===== src/rtl/exec_cdb_arb.sv =====
// exec_cdb_arb: collects results from NUM_FU functional-unit lanes into
// per-lane in-order FIFOs and drains up to NUM_CDB lane heads per cycle onto
// the common data bus ports using a round-robin scan starting at rr_ptr.
// Optional build macro: EXEC_CDB_BYPASS_EN lets an incoming result on an
// empty lane compete for a CDB port in the same cycle it arrives.
module exec_cdb_arb #(
  parameter int NUM_FU        = 3,
  parameter int NUM_CDB       = 1,
  parameter int FIFO_DEPTH    = 2,
  parameter int ROB_IDX_BITS  = 6,
  parameter int PHYS_REG_BITS = 6,
  parameter int ARCH_REG_BITS = 5,
  parameter int DATA_W        = 32,
  localparam int LANE_W       = (NUM_FU > 1) ? $clog2(NUM_FU) : 1
) (
  input  logic                              clk,
  input  logic                              rst,
  input  logic                              flush,
  input  logic [NUM_FU-1:0]                 fu_valid,
  output logic [NUM_FU-1:0]                 fu_ready,
  input  logic [NUM_FU*ROB_IDX_BITS-1:0]    fu_rob_idx,
  input  logic [NUM_FU*PHYS_REG_BITS-1:0]   fu_pd,
  input  logic [NUM_FU*ARCH_REG_BITS-1:0]   fu_rd,
  input  logic [NUM_FU*DATA_W-1:0]          fu_rd_v,
  output logic [NUM_CDB-1:0]                cdb_valid,
  output logic [NUM_CDB*ROB_IDX_BITS-1:0]   cdb_rob_idx,
  output logic [NUM_CDB*PHYS_REG_BITS-1:0]  cdb_pd,
  output logic [NUM_CDB*ARCH_REG_BITS-1:0]  cdb_rd,
  output logic [NUM_CDB*DATA_W-1:0]         cdb_rd_v,
  output logic [NUM_CDB*LANE_W-1:0]         cdb_lane
);

  localparam int PTR_W = $clog2(FIFO_DEPTH);
  localparam int CNT_W = PTR_W + 1;
  localparam int ENT_W = ROB_IDX_BITS + PHYS_REG_BITS + ARCH_REG_BITS + DATA_W;
  // Field offsets inside a packed entry {rob_idx, pd, rd, rd_v}
  localparam int RD_V_LO = 0;
  localparam int RD_LO   = DATA_W;
  localparam int PD_LO   = DATA_W + ARCH_REG_BITS;
  localparam int ROB_LO  = DATA_W + ARCH_REG_BITS + PHYS_REG_BITS;

  logic [ENT_W-1:0]  lane_in   [NUM_FU];
  logic [ENT_W-1:0]  lane_head [NUM_FU];
  logic [NUM_FU-1:0] lane_req;
  logic [NUM_FU-1:0] lane_grant;
  logic [NUM_FU-1:0] lane_bypass;
  logic [LANE_W-1:0] rr_ptr_reg;
  logic [LANE_W-1:0] rr_ptr_next;
  logic [LANE_W-1:0] last_lane;
  int                arb_idx;
  int                arb_k;

  genvar gi;
  generate
    for (gi = 0; gi < NUM_FU; gi++) begin : g_lane
      logic [ENT_W-1:0] mem_reg [FIFO_DEPTH];
      logic [PTR_W-1:0] head_reg;
      logic [PTR_W-1:0] tail_reg;
      logic [CNT_W-1:0] count_reg;
      logic             lane_empty;
      logic             do_enq;
      logic             do_deq;

      assign lane_in[gi] = {fu_rob_idx[gi*ROB_IDX_BITS +: ROB_IDX_BITS],
                            fu_pd[gi*PHYS_REG_BITS +: PHYS_REG_BITS],
                            fu_rd[gi*ARCH_REG_BITS +: ARCH_REG_BITS],
                            fu_rd_v[gi*DATA_W +: DATA_W]};
      assign lane_empty   = (count_reg == '0);
      // Ready uses only the registered count; a dequeue this cycle frees space next cycle.
      assign fu_ready[gi] = !rst && (count_reg < CNT_W'(FIFO_DEPTH));
`ifdef EXEC_CDB_BYPASS_EN
      assign lane_bypass[gi] = lane_empty && fu_valid[gi] && !flush && !rst;
`else
      assign lane_bypass[gi] = 1'b0;
`endif
      assign lane_req[gi]  = !rst && (!lane_empty || lane_bypass[gi]);
      assign lane_head[gi] = lane_empty ? lane_in[gi] : mem_reg[head_reg];
      // A bypassed result that wins a port is consumed directly and never stored.
      assign do_enq = fu_valid[gi] && fu_ready[gi] && !flush &&
                      !(lane_bypass[gi] && lane_grant[gi]);
      assign do_deq = lane_grant[gi] && !lane_empty;

      // Result storage: write at the tail on enqueue
      always_ff @(posedge clk) begin
        if (do_enq) mem_reg[tail_reg] <= lane_in[gi];
      end

      // Lane occupancy and pointers; flush and reset both empty the lane
      always_ff @(posedge clk) begin
        if (rst || flush) begin
          head_reg  <= '0;
          tail_reg  <= '0;
          count_reg <= '0;
        end else begin
          if (do_enq) tail_reg <= tail_reg + PTR_W'(1);
          if (do_deq) head_reg <= head_reg + PTR_W'(1);
          count_reg <= count_reg + CNT_W'(do_enq) - CNT_W'(do_deq);
        end
      end
    end
  endgenerate

  // Round-robin scan: the k-th requesting lane from rr_ptr drives CDB port k
  always_comb begin
    lane_grant  = '0;
    cdb_valid   = '0;
    cdb_rob_idx = '0;
    cdb_pd      = '0;
    cdb_rd      = '0;
    cdb_rd_v    = '0;
    cdb_lane    = '0;
    last_lane   = rr_ptr_reg;
    arb_idx     = 0;
    arb_k       = 0;
    for (int j = 0; j < NUM_FU; j++) begin
      arb_idx = int'(rr_ptr_reg) + j;
      if (arb_idx >= NUM_FU) arb_idx = arb_idx - NUM_FU;
      if (lane_req[arb_idx] && (arb_k < NUM_CDB)) begin
        lane_grant[arb_idx] = 1'b1;
        cdb_valid[arb_k]    = 1'b1;
        cdb_rob_idx[arb_k*ROB_IDX_BITS +: ROB_IDX_BITS] =
          lane_head[arb_idx][ROB_LO +: ROB_IDX_BITS];
        cdb_pd[arb_k*PHYS_REG_BITS +: PHYS_REG_BITS] =
          lane_head[arb_idx][PD_LO +: PHYS_REG_BITS];
        cdb_rd[arb_k*ARCH_REG_BITS +: ARCH_REG_BITS] =
          lane_head[arb_idx][RD_LO +: ARCH_REG_BITS];
        cdb_rd_v[arb_k*DATA_W +: DATA_W] = lane_head[arb_idx][RD_V_LO +: DATA_W];
        cdb_lane[arb_k*LANE_W +: LANE_W] = LANE_W'(arb_idx);
        last_lane = LANE_W'(arb_idx);
        arb_k     = arb_k + 1;
      end
    end
  end

  // Next scan start is one past the last lane granted this cycle
  always_comb begin
    rr_ptr_next = rr_ptr_reg;
    if (|cdb_valid) begin
      rr_ptr_next = (last_lane == LANE_W'(NUM_FU - 1)) ? '0 : last_lane + LANE_W'(1);
    end
  end

  // Round-robin pointer register; held across a flush
  always_ff @(posedge clk) begin
    if (rst) begin
      rr_ptr_reg <= '0;
    end else if (!flush) begin
      rr_ptr_reg <= rr_ptr_next;
    end
  end

endmodule


===== config.mk =====
export PLATFORM = sky130hd
export DESIGN_NAME = exec_cdb_arb
export DESIGN_NICKNAME = d
export VERILOG_FILES = /design/src/rtl/exec_cdb_arb.sv
export SDC_FILE = /design/constraint.sdc
export NUM_CORES = 1
export LEC_CHECK = 0
export ABC_CLOCK_PERIOD_IN_PS = 13600
export CAP_MARGIN = 20
export CORE_AREA = 2 2 267 163
export CTS_BUF_LIST = sky130_fd_sc_hd__clkbuf_4
export CTS_CLUSTER_DIAMETER = 40
export DETAILED_ROUTE_END_ITERATION = 8
export DIE_AREA = 0 0 269 165
export HOLD_SLACK_MARGIN = 0.06
export PLACE_DENSITY = 0.63
export SLEW_MARGIN = 15
export SYNTH_ARGS = -nofsm -noshare
export SYNTH_HDL_FRONTEND = slang
export SYNTH_SLANG_ARGS = --single-unit

===== constraint.sdc =====
create_clock -name clk -period 13.6 [get_ports clk]
set_input_delay 3.4 -clock clk [delete_from_list [all_inputs] [get_ports clk]]
set_output_delay 3.4 -clock clk [all_outputs]
set_load 0.01 [all_outputs]

# [Word level (Yosys, flattened, before mapping)]
# Memory sizes are Yosys's and may differ from the RTL's. A register that Yosys moved wholly into a read port is not among the register bits.
# Index checks and enable logic that the tools add are counted.
[totals] word_cells=205 output_inout_bits=55 mem_bits_rw=294 latchBits=0 n_memories=3 rom_bits=0 in_bits=153 ff_bits=14
[memory_table] name="g_lane[0].mem_reg" depth=2 word_bits=49 rd=1 rd_clocked_by_memory_dff=1 wr=1 line_no="56" rtl="logic [ENT_W-1:0] mem_reg [FIFO_DEPTH];"
[memory_table] name="g_lane[1].mem_reg" depth=2 word_bits=49 rd=1 rd_clocked_by_memory_dff=1 wr=1 line_no="56"
[memory_table] name="g_lane[2].mem_reg" depth=2 word_bits=49 rd=1 rd_clocked_by_memory_dff=1 wr=1 line_no="56"
[classes] div_mod_pow=0 n_lt_le_gt_ge=21 n_shift=18 n_eq_ne=1 addsub=27 multipliers=4 reduce_logical=32 mux=81 n_bitwise=8
[ops] cell="49-bit two-way mux" count=9
[ops] cell="49-bit binary-select mux with 2-bit select" count=3
[ops] cell="32-bit negation with 33-bit output" count=8
[ops] cell="32-bit two-way mux" count=7
[ops] cell="32-bit by 1-bit >= comparator with 1-bit output, second input constant" count=5
[ops] cell="6-bit by 33-bit variable part select with 6-bit output" count=4
[ops] cell="32-bit by 2-bit less-than comparator with 1-bit output, second input constant" count=4
[ops] cell="32-bit by 3-bit >= comparator with 1-bit output, second input constant" count=3
[ops] cell="32-bit by 4-bit less-than comparator with 1-bit output, second input constant" count=3
[ops] cell="32-bit inverter" count=3
[ops] cell="2-bit by 33-bit variable shift with 2-bit output, first input constant" count=2
[ops] cell="32-bit by 33-bit variable shift with 32-bit output, first input constant" count=2
[ops] cell="5-bit by 33-bit variable shift with 5-bit output, first input constant" count=2
[ops] cell="6-bit by 33-bit variable shift with 6-bit output, first input constant" count=2
[ops] cell="2-bit by 33-bit variable part select with 2-bit output" count=2
[ops] cell="32-bit by 33-bit variable part select with 32-bit output" count=2
[ops] cell="5-bit by 33-bit variable part select with 5-bit output" count=2
[ops] cell="32-bit bitwise mux" count=2
[ops] cell="32-bit by 3-bit multiplier with 31-bit output, second input constant" count=2
[ops] cell="32-bit by 4-bit multiplier with 32-bit output, second input constant" count=2
[ops] cell="6-bit two-way mux" count=6
[ops] cell="32-bit by 2-bit adder with 32-bit output, second input constant" count=1
[ops] cell="1-bit two-way mux" count=27
[ops] cell="6-bit bitwise mux" count=4
[ops] cell="other kinds (27)" count=85

# [Depth between registers and ports, before layout]
# Gate-level depths: netlist of run 1.
[logic_depth] depth_word=16 depth_mapped=15 ltp_nobuf=14

# [Worst setup path after synthesis of run 1]
# No wires, ideal clock.
[synth_path] path_type="input -> output" start="input rst" end="output cdb_pd[0]" stages=9 slack_ns=5.222 arrival_time_ns=4.978 path_buffers=3 cell_sequence="or2_1 or3_1 and4_4 and2_1 clkbuf_1 buf_2 buf_6 a22oi_1 nand2_1"
[synth_between] elab_chain_cells=14 word_cells_on_any_way=33
[synth_lines] item="start, declared" line_no="17" rtl="input logic rst,"
[synth_lines] item="1-bit zero test (*)" line_no="76" rtl="assign lane_req[gi] = !rst && (!lane_empty || lane_bypass[gi]);"
[synth_lines] item="1-bit logical AND" line_no="76"
[synth_lines] item="1-bit binary-select mux with 2-bit select" line_no="118" rtl="if (lane_req[arb_idx] && (arb_k < NUM_CDB)) begin"
[synth_lines] item="1-bit two-way mux (not written as such) (2 in a row)" line_no="118"
[synth_lines] item="1-bit two-way mux" line_no="118"
[synth_lines] item="32-bit by 2-bit less-than comparator with 1-bit output" line_no="118"
[synth_lines] item="1-bit logical AND" line_no="118"
[synth_lines] item="32-bit two-way mux" line_no="118"
[synth_lines] item="32-bit by 3-bit multiplier with 31-bit output" line_no="123" rtl="cdb_pd[arb_k*PHYS_REG_BITS +: PHYS_REG_BITS] ="
[synth_lines] item="32-bit negation with 33-bit output" line_no="124" rtl="lane_head[arb_idx][PD_LO +: PHYS_REG_BITS];"
[synth_lines] item="6-bit by 33-bit variable part select with 6-bit output or 6-bit by 33-bit variable shift with 6-bit output (tied branches)" line_no="123"
[synth_lines] item="6-bit bitwise mux" line_no="123"
[synth_lines] item="6-bit two-way mux (*)" line_no="118"
[synth_lines] item="end, declared" line_no="27" rtl="output logic [NUM_CDB*PHYS_REG_BITS-1:0] cdb_pd,"
# Every way passes the cells marked *; elsewhere a longest branch is shown, timed or not. The select of a mux whose other input is x is not followed.

# [Worst setup path after layout of run 1]
[layout_path] start="input rst" end="output cdb_rd_v[9]"
[layout_between] elab_chain_cells=13 word_cells_on_any_way=31
[layout_lines] item="1-bit zero test (*)" line_no="76"
[layout_lines] item="1-bit logical AND" line_no="76"
[layout_lines] item="1-bit binary-select mux with 2-bit select" line_no="118"
[layout_lines] item="1-bit two-way mux (not written as such) (2 in a row)" line_no="118"
[layout_lines] item="1-bit two-way mux" line_no="118"
[layout_lines] item="32-bit by 2-bit less-than comparator with 1-bit output" line_no="118"
[layout_lines] item="1-bit logical AND" line_no="118"
[layout_lines] item="32-bit two-way mux" line_no="118"
[layout_lines] item="32-bit negation with 33-bit output" line_no="127" rtl="cdb_rd_v[arb_k*DATA_W +: DATA_W] = lane_head[arb_idx][RD_V_LO +: DATA_W];"
[layout_lines] item="32-bit by 33-bit variable part select with 32-bit output or 32-bit by 33-bit variable shift with 32-bit output (tied branches)" line_no="127"
[layout_lines] item="32-bit bitwise mux" line_no="127"
[layout_lines] item="32-bit two-way mux (*)" line_no="118"
[layout_lines] item="end, declared" line_no="29" rtl="output logic [NUM_CDB*DATA_W-1:0] cdb_rd_v,"
# Marks and branches as above.

==> results.cfg, run 1 <==
[logic_synthesis]
synthCells = 1403
netlist_area_um2 = 16630
yosysWarnings = 0
synth_largest_area_cell = edfxtp_1
seq_area_frac_synth_pct = 55.14
synth.most_common_cell = edfxtp_1
synth_top_area_share_pct = 53.09
avgSynthCellArea_um2 = 11.85
synth_nets = 1566
synth_common_cells = edfxtp_1 (294), mux2i_1 (156), o22ai_1 (134)
ys_top_cells_by_area = edfxtp_1 (53%), mux2i_1 (9.4%), mux2_2 (8.3%)
synth_ff_type = edfxtp_1
synth_edf_count = 294
synthArstFlopShare_pct = 0
synth-seq-cells = 311
synth_cell_types = 61

[place]
port_buffers = 207
detailed_place_hpwl_um = 36440
gp_congestion = 0.9561

[min_path]
min_path_type = flip-flop to flip-flop

[cts]
ctsResizeCount = 0
cts_tree = yes
postCtsSetupRepairBufs = 0
cts_sinks = 311
cts_buffer_depth = 3
hold_buffers = 0
cts-root-buf = clkbuf_4
cts_inserted_buffers = 79
path_clk_slew_ns = 0.07
htreeDepth = 3
clock_latency_ns = 0.77

[power]
irDropWorstVdd_mv = 0.05264
p_per_area_nw_per_um2 = 111.2
power_leakage_nw = 7.187

[worst_setup_path]
cp.required_ns = 10.20
critical_path.max_fanout = 29
cp.arrival_ns = 7.34
critical_path_class = input pin to primary output
cp-end-kind = primary output
startpoint_type = input pin

[global_routing]
grt_max_degree = 92
grt_overflow = 0
grt_pass1_wl_um = 78320
grt_pass1_vias = 12118
antenna_found_initial = 17
gr-usage-all-layers_pct = 24.17

[detailed_routing]
drc = 0
wl_per_cell_um = 24.21
drt_iter0_markers = 1526
vias = 12763
vias_per_cell = 5.734
wl_um = 53880
drtAntennaViolNets = 0
first_pass_iters = 5

[timing]
max_freq_ghz = 0.09308
setup_viol = 0
hold_viol_final = 0
fin_setup_tns_ns = 0
slew_headroom_pct = 27.86
rsz0062_at_grt = no
finalClockSkew_ns = 0.03347
fin_crit_sh_pct = 79.00
tightest_slew_ns = 1.082
post-route-min-period_ns = 10.74
finalMaxSlewViolations = 0

[floorplanning]
dieHeight_um = 165
start_util_pct = 39.85
ios = 208
die_x_um = 269
die-area_um2 = 44390
coreArea_um2 = 41730
row_count = 58

[final_layout]
areaGrowthSynthToFinish_pct = 21.50
nets = 1760
drive_gt1_share_pct = 19.45
largest_reg_flops = 294
final_util_pct = 48.42

[run_status]
status = finished clean

[flow_run]
maxCapViolCount = 0
==> where the power goes <==
part           leakage (nW)  internal [mW]  total, mW  switching [mW]
registers              2.81           1.07       1.07         0.00499
clock network         0.593          0.438      0.820           0.382
logic                  3.78          0.154      0.355           0.201
==> per-stage QoR <==
| step | instances | total power, mW | instance area, um^2 | hold slack, ns | setup WS [ns] |
|---|---|---|---|---|---|
| final | 2226 | 2.247 | 20200 | 0.4866 | 2.857 |
| after global routing | 2218 | 2.350 | 20180 | 0.5019 | 2.722 |
| after CTS | 2215 | 2.271 | 20180 | 0.4850 | 2.865 |
| after detailed placement | 2086 | 1.440 | 19180 | 0.4759 | 2.861 |
| after global placement | 2086 | 1.437 | 19180 | 0.4720 | 2.958 |
| after floorplan | 1403 | 1.284 | 16630 | 0.4523 | 5.222 |
==> placed cells by master (no fill, tap or decap), types with 4 or more instances in the layout <==
cell type        Yosys  routed
o21ba_2             31      31
nand2_1             64      64
clkbuf_4             0     114
a21oi_1            111     111
nor3_1              11      11
o22ai_1            134     134
nor2_4               0       6
nor2_1             129     125
clkdlybuf4s50_1      0     207
diode_2              0      11
mux2i_1            156     156
o21ai_0             40      40
edfxtp_1           294     294
or3_1                4       4
xnor2_1              7       7
buf_4                0      21
inv_1               41      41
ha_1                10       8
dfxtp_1             17      14
a22oi_1             14      14
nand4_1              4       4
clkinv_1             0       9
a221o_1             32      32
mux2_2             122     122
nor2b_1              4       4
==> path summary, 6_finish.rpt <==
check | end | slack (ns) | depth (start not counted) | startpoint
worst max register to register | g_lane[1].count_reg[1] | 8.81 | 13 | rr_ptr_reg[0]
worst min-delay path | g_lane[1].head_reg | 0.49 | 2 | g_lane[1].head_reg
worst max-delay path | cdb_rd_v[9] | 2.86 | 8 | rst
worst min register to register | g_lane[1].head_reg | 0.49 | 2 | g_lane[1].head_reg
==> layer usage <==
layer | GRT usage [%] | vias to the layer above | share of wire, %
li1 | - | 5830 | -
met1 | 37.36 | 6238 | 48
met2 | 30.94 | 596 | 39
met3 | 8.394 | 87 | 11
met4 | 6.970 | 12 | 1.9
met5 | 0 | - | 0.16
==> logic make-up (layout without fill, tap and decap cells) <==
family / after synthesis / in the layout / synth area share [%]
compound gates: 397 / 397 / 15.94
xor+xnor: 10 / 10 / 0.5267
fa+ha+maj: 10 / 10 / 0.7524
buf+inv: 158 / 400 / 3.890
flops: 311 / 311 / 55.14
mux: 279 / 279 / 17.74
other cells: 0 / 11 / 0
simple gates: 238 / 238 / 6.011
==> layout make-up <==
class                           instances  area, um^2
Sequential cell                       311        9173
Clock buffer                          114       855.8
Fill cell                            3789       21520
Inverter                               43       161.4
Tap cell                              570       713.2
Multi-Input combinational cell        934        6903
Timing Repair Buffer                  228        2230
Antenna cell                           11       27.53
Clock inverter                         15       141.4
==> worst max-delay path: stages <==
cell and delay [ns]:
clkdlybuf4s50_1 0.77, or2_1 0.46, a211o_1 0.33, a211oi_4 0.87, buf_4 0.47, a22oi_1 0.11
o21ai_0 0.27, clkdlybuf4s50_1 0.64
No activity file was read; power rests on OpenSTA's default activity.
==> inputs of run 2 (changes only) <==
ABC_CLOCK_PERIOD_IN_PS = 8700   (was 13600)
PLACE_DENSITY = 0.66   (was 0.63)
clock period = 8.7 ns   (was 13.6 ns; I/O delays follow)
==> run 2 against run 1 <==
  * Utilization up 0.13 points
  * Non-clock buffer count up 5
  * Worst hold slack about the same
  * Clock skew down 0.0042 ns
  * Sequential cell count unchanged
  * Global-route usage up 0.41 points
  * Wire length up 2.2%
  * First-iteration DRC count up 5.5%
  * Cell count up 0.49%
  * Critical path depth unchanged
  * Sequential power up 57%
  * Critical path type unchanged
  * Highest routed layer unchanged
==> results.cfg, run 2 (same netlist as run 1, synthesis figures left out) <==
[run_status]
status = finished clean

[final_layout]
final_common_cell = edfxtp_1
final_cell_count_no_fill = 2237
final_cell_mix = edfxtp_1 (294), clkdlybuf4s50_1 (207), mux2i_1 (156), o22ai_1 (134), nor2_1 (125)
drive_gt1_share_pct = 19.74
largest_reg_flops = 294
final_util_pct = 48.55
nets = 1765
areaGrowthSynthToFinish_pct = 21.81

[cts]
cts-root-buf = clkbuf_4
htreeDepth = 3
postCtsSetupRepairBufs = 0
clock_latency_ns = 0.74
cts_buffer_depth = 3
cts_inserted_buffers = 79
hold_buffers = 0
cts_tree = yes
cts_sinks = 311
path_clk_slew_ns = 0.06
ctsResizeCount = 0

[global_routing]
grt_max_degree = 85
grt_pass1_vias = 12291
grt_overflow = 0
antenna_found_initial = 15
gr-usage-all-layers_pct = 24.58
grt_pass1_wl_um = 79230

[detailed_routing]
wl_um = 55090
vias = 12916
wl_per_cell_um = 24.63
vias_per_cell = 5.774
first_pass_iters = 5
drc = 0
drt_iter0_markers = 1610
drtAntennaViolNets = 0

[power]
fin_total_pwr_mw = 3.512
irDropWorstVdd_mv = 0.07922
p_per_area_nw_per_um2 = 173.4
power_leakage_nw = 7.223

[timing]
fin_crit_sh_pct = 86.41
setup_viol = 0
finalMaxSlewViolations = 0
finalClockSkew_ns = 0.02928
slew_headroom_pct = 18.56
rsz0062_at_grt = no
hold_viol_final = 0
max_freq_ghz = 0.1330
post-route-min-period_ns = 7.518
tightest_slew_ns = 1.191
fin_setup_tns_ns = 0

[floorplanning]
ios = 208
die-area_um2 = 44390
dieHeight_um = 165
coreArea_um2 = 41730
row_count = 58
die_x_um = 269
start_util_pct = 39.85

[worst_setup_path]
cp-end-kind = primary output
critical_path.max_fanout = 49
r2r_cells = 12
cp.arrival_ns = 5.34
critical_path_class = input pin to primary output
path_cells = clkdlybuf4s50_1 > or2_1 > a211o_1 > and4_4 > and2_2 > a22oi_1 > nand2_1 > clkdlybuf4s50_1
startpoint_type = input pin
crit_path_top_delay_cell = and2_2
cp.required_ns = 6.53
crit_path_frequent_cell = clkdlybuf4s50_1
max_stage_delay_ns = 0.80

[place]
gp_congestion = 0.9457
port_buffers = 207
detailed_place_hpwl_um = 38700
placedCellCount = 2090

[min_path]
min_path_type = flip-flop to flip-flop
min_delay_path_depth = 2

[flow_run]
maxCapViolCount = 0
==> run 2: worst paths after layout <==
kind | startpoint | to | slack [ns]
max reg2reg | rr_ptr_reg[0] | g_lane[1].count_reg[1] | 4.12
min | g_lane[1].head_reg | flip-flop | 0.49
min reg2reg | g_lane[1].head_reg | flip-flop | 0.49
max | rst | cdb_pd[2] | 1.18
==> run 2: where the power goes <==
group / leakage, nW / switching (mW) / internal, mW
Clock: 0.601 / 0.605 / 0.665
Sequential: 2.81 / 0.00763 / 1.67
Combinational: 3.81 / 0.324 / 0.242
==> run 2: final cells by class <==
cell class	count	area [um^2]
clock buffers	114	855.8
multi-input cells	934	6899
inverters	43	161.4
diodes	5	12.51
clock inverters	27	171.4
fillers	3779	21470
flip-flops and latches	311	9173
repair buffers	233	2271
well taps	570	713.2
==> run 2: through the flow <==
step | instance area (um^2) | hold slack [ns] | setup slack [ns]
after global routing | 20250 | 0.5410 | 1.033
after floorplan | 16630 | 0.4523 | 2.772
after global placement | 19210 | 0.4617 | 1.284
final | 20260 | 0.4867 | 1.182
after CTS | 20230 | 0.4908 | 1.233
after detailed placement | 19210 | 0.4795 | 1.242
==> run 2: critical path: cells and delay by family <==
kind / cells / cell delay, ns
AOI/OAI and AO/OA: 2 / 0.48
and+or+nand+nor: 4 / 1.46
buffers and inverters: 2 / 1.22
==> run 2: metal layers <==
metal	up-vias	global-route usage [%]	routed length, um	share of wire (%)
met3	115	7.142	5313	9.6
met4	14	6.768	1373	2.5
met1	6316	38.33	26770	49
met5	-	0	93	0.17
met2	619	32.31	21540	39
li1	5852	-	-	-
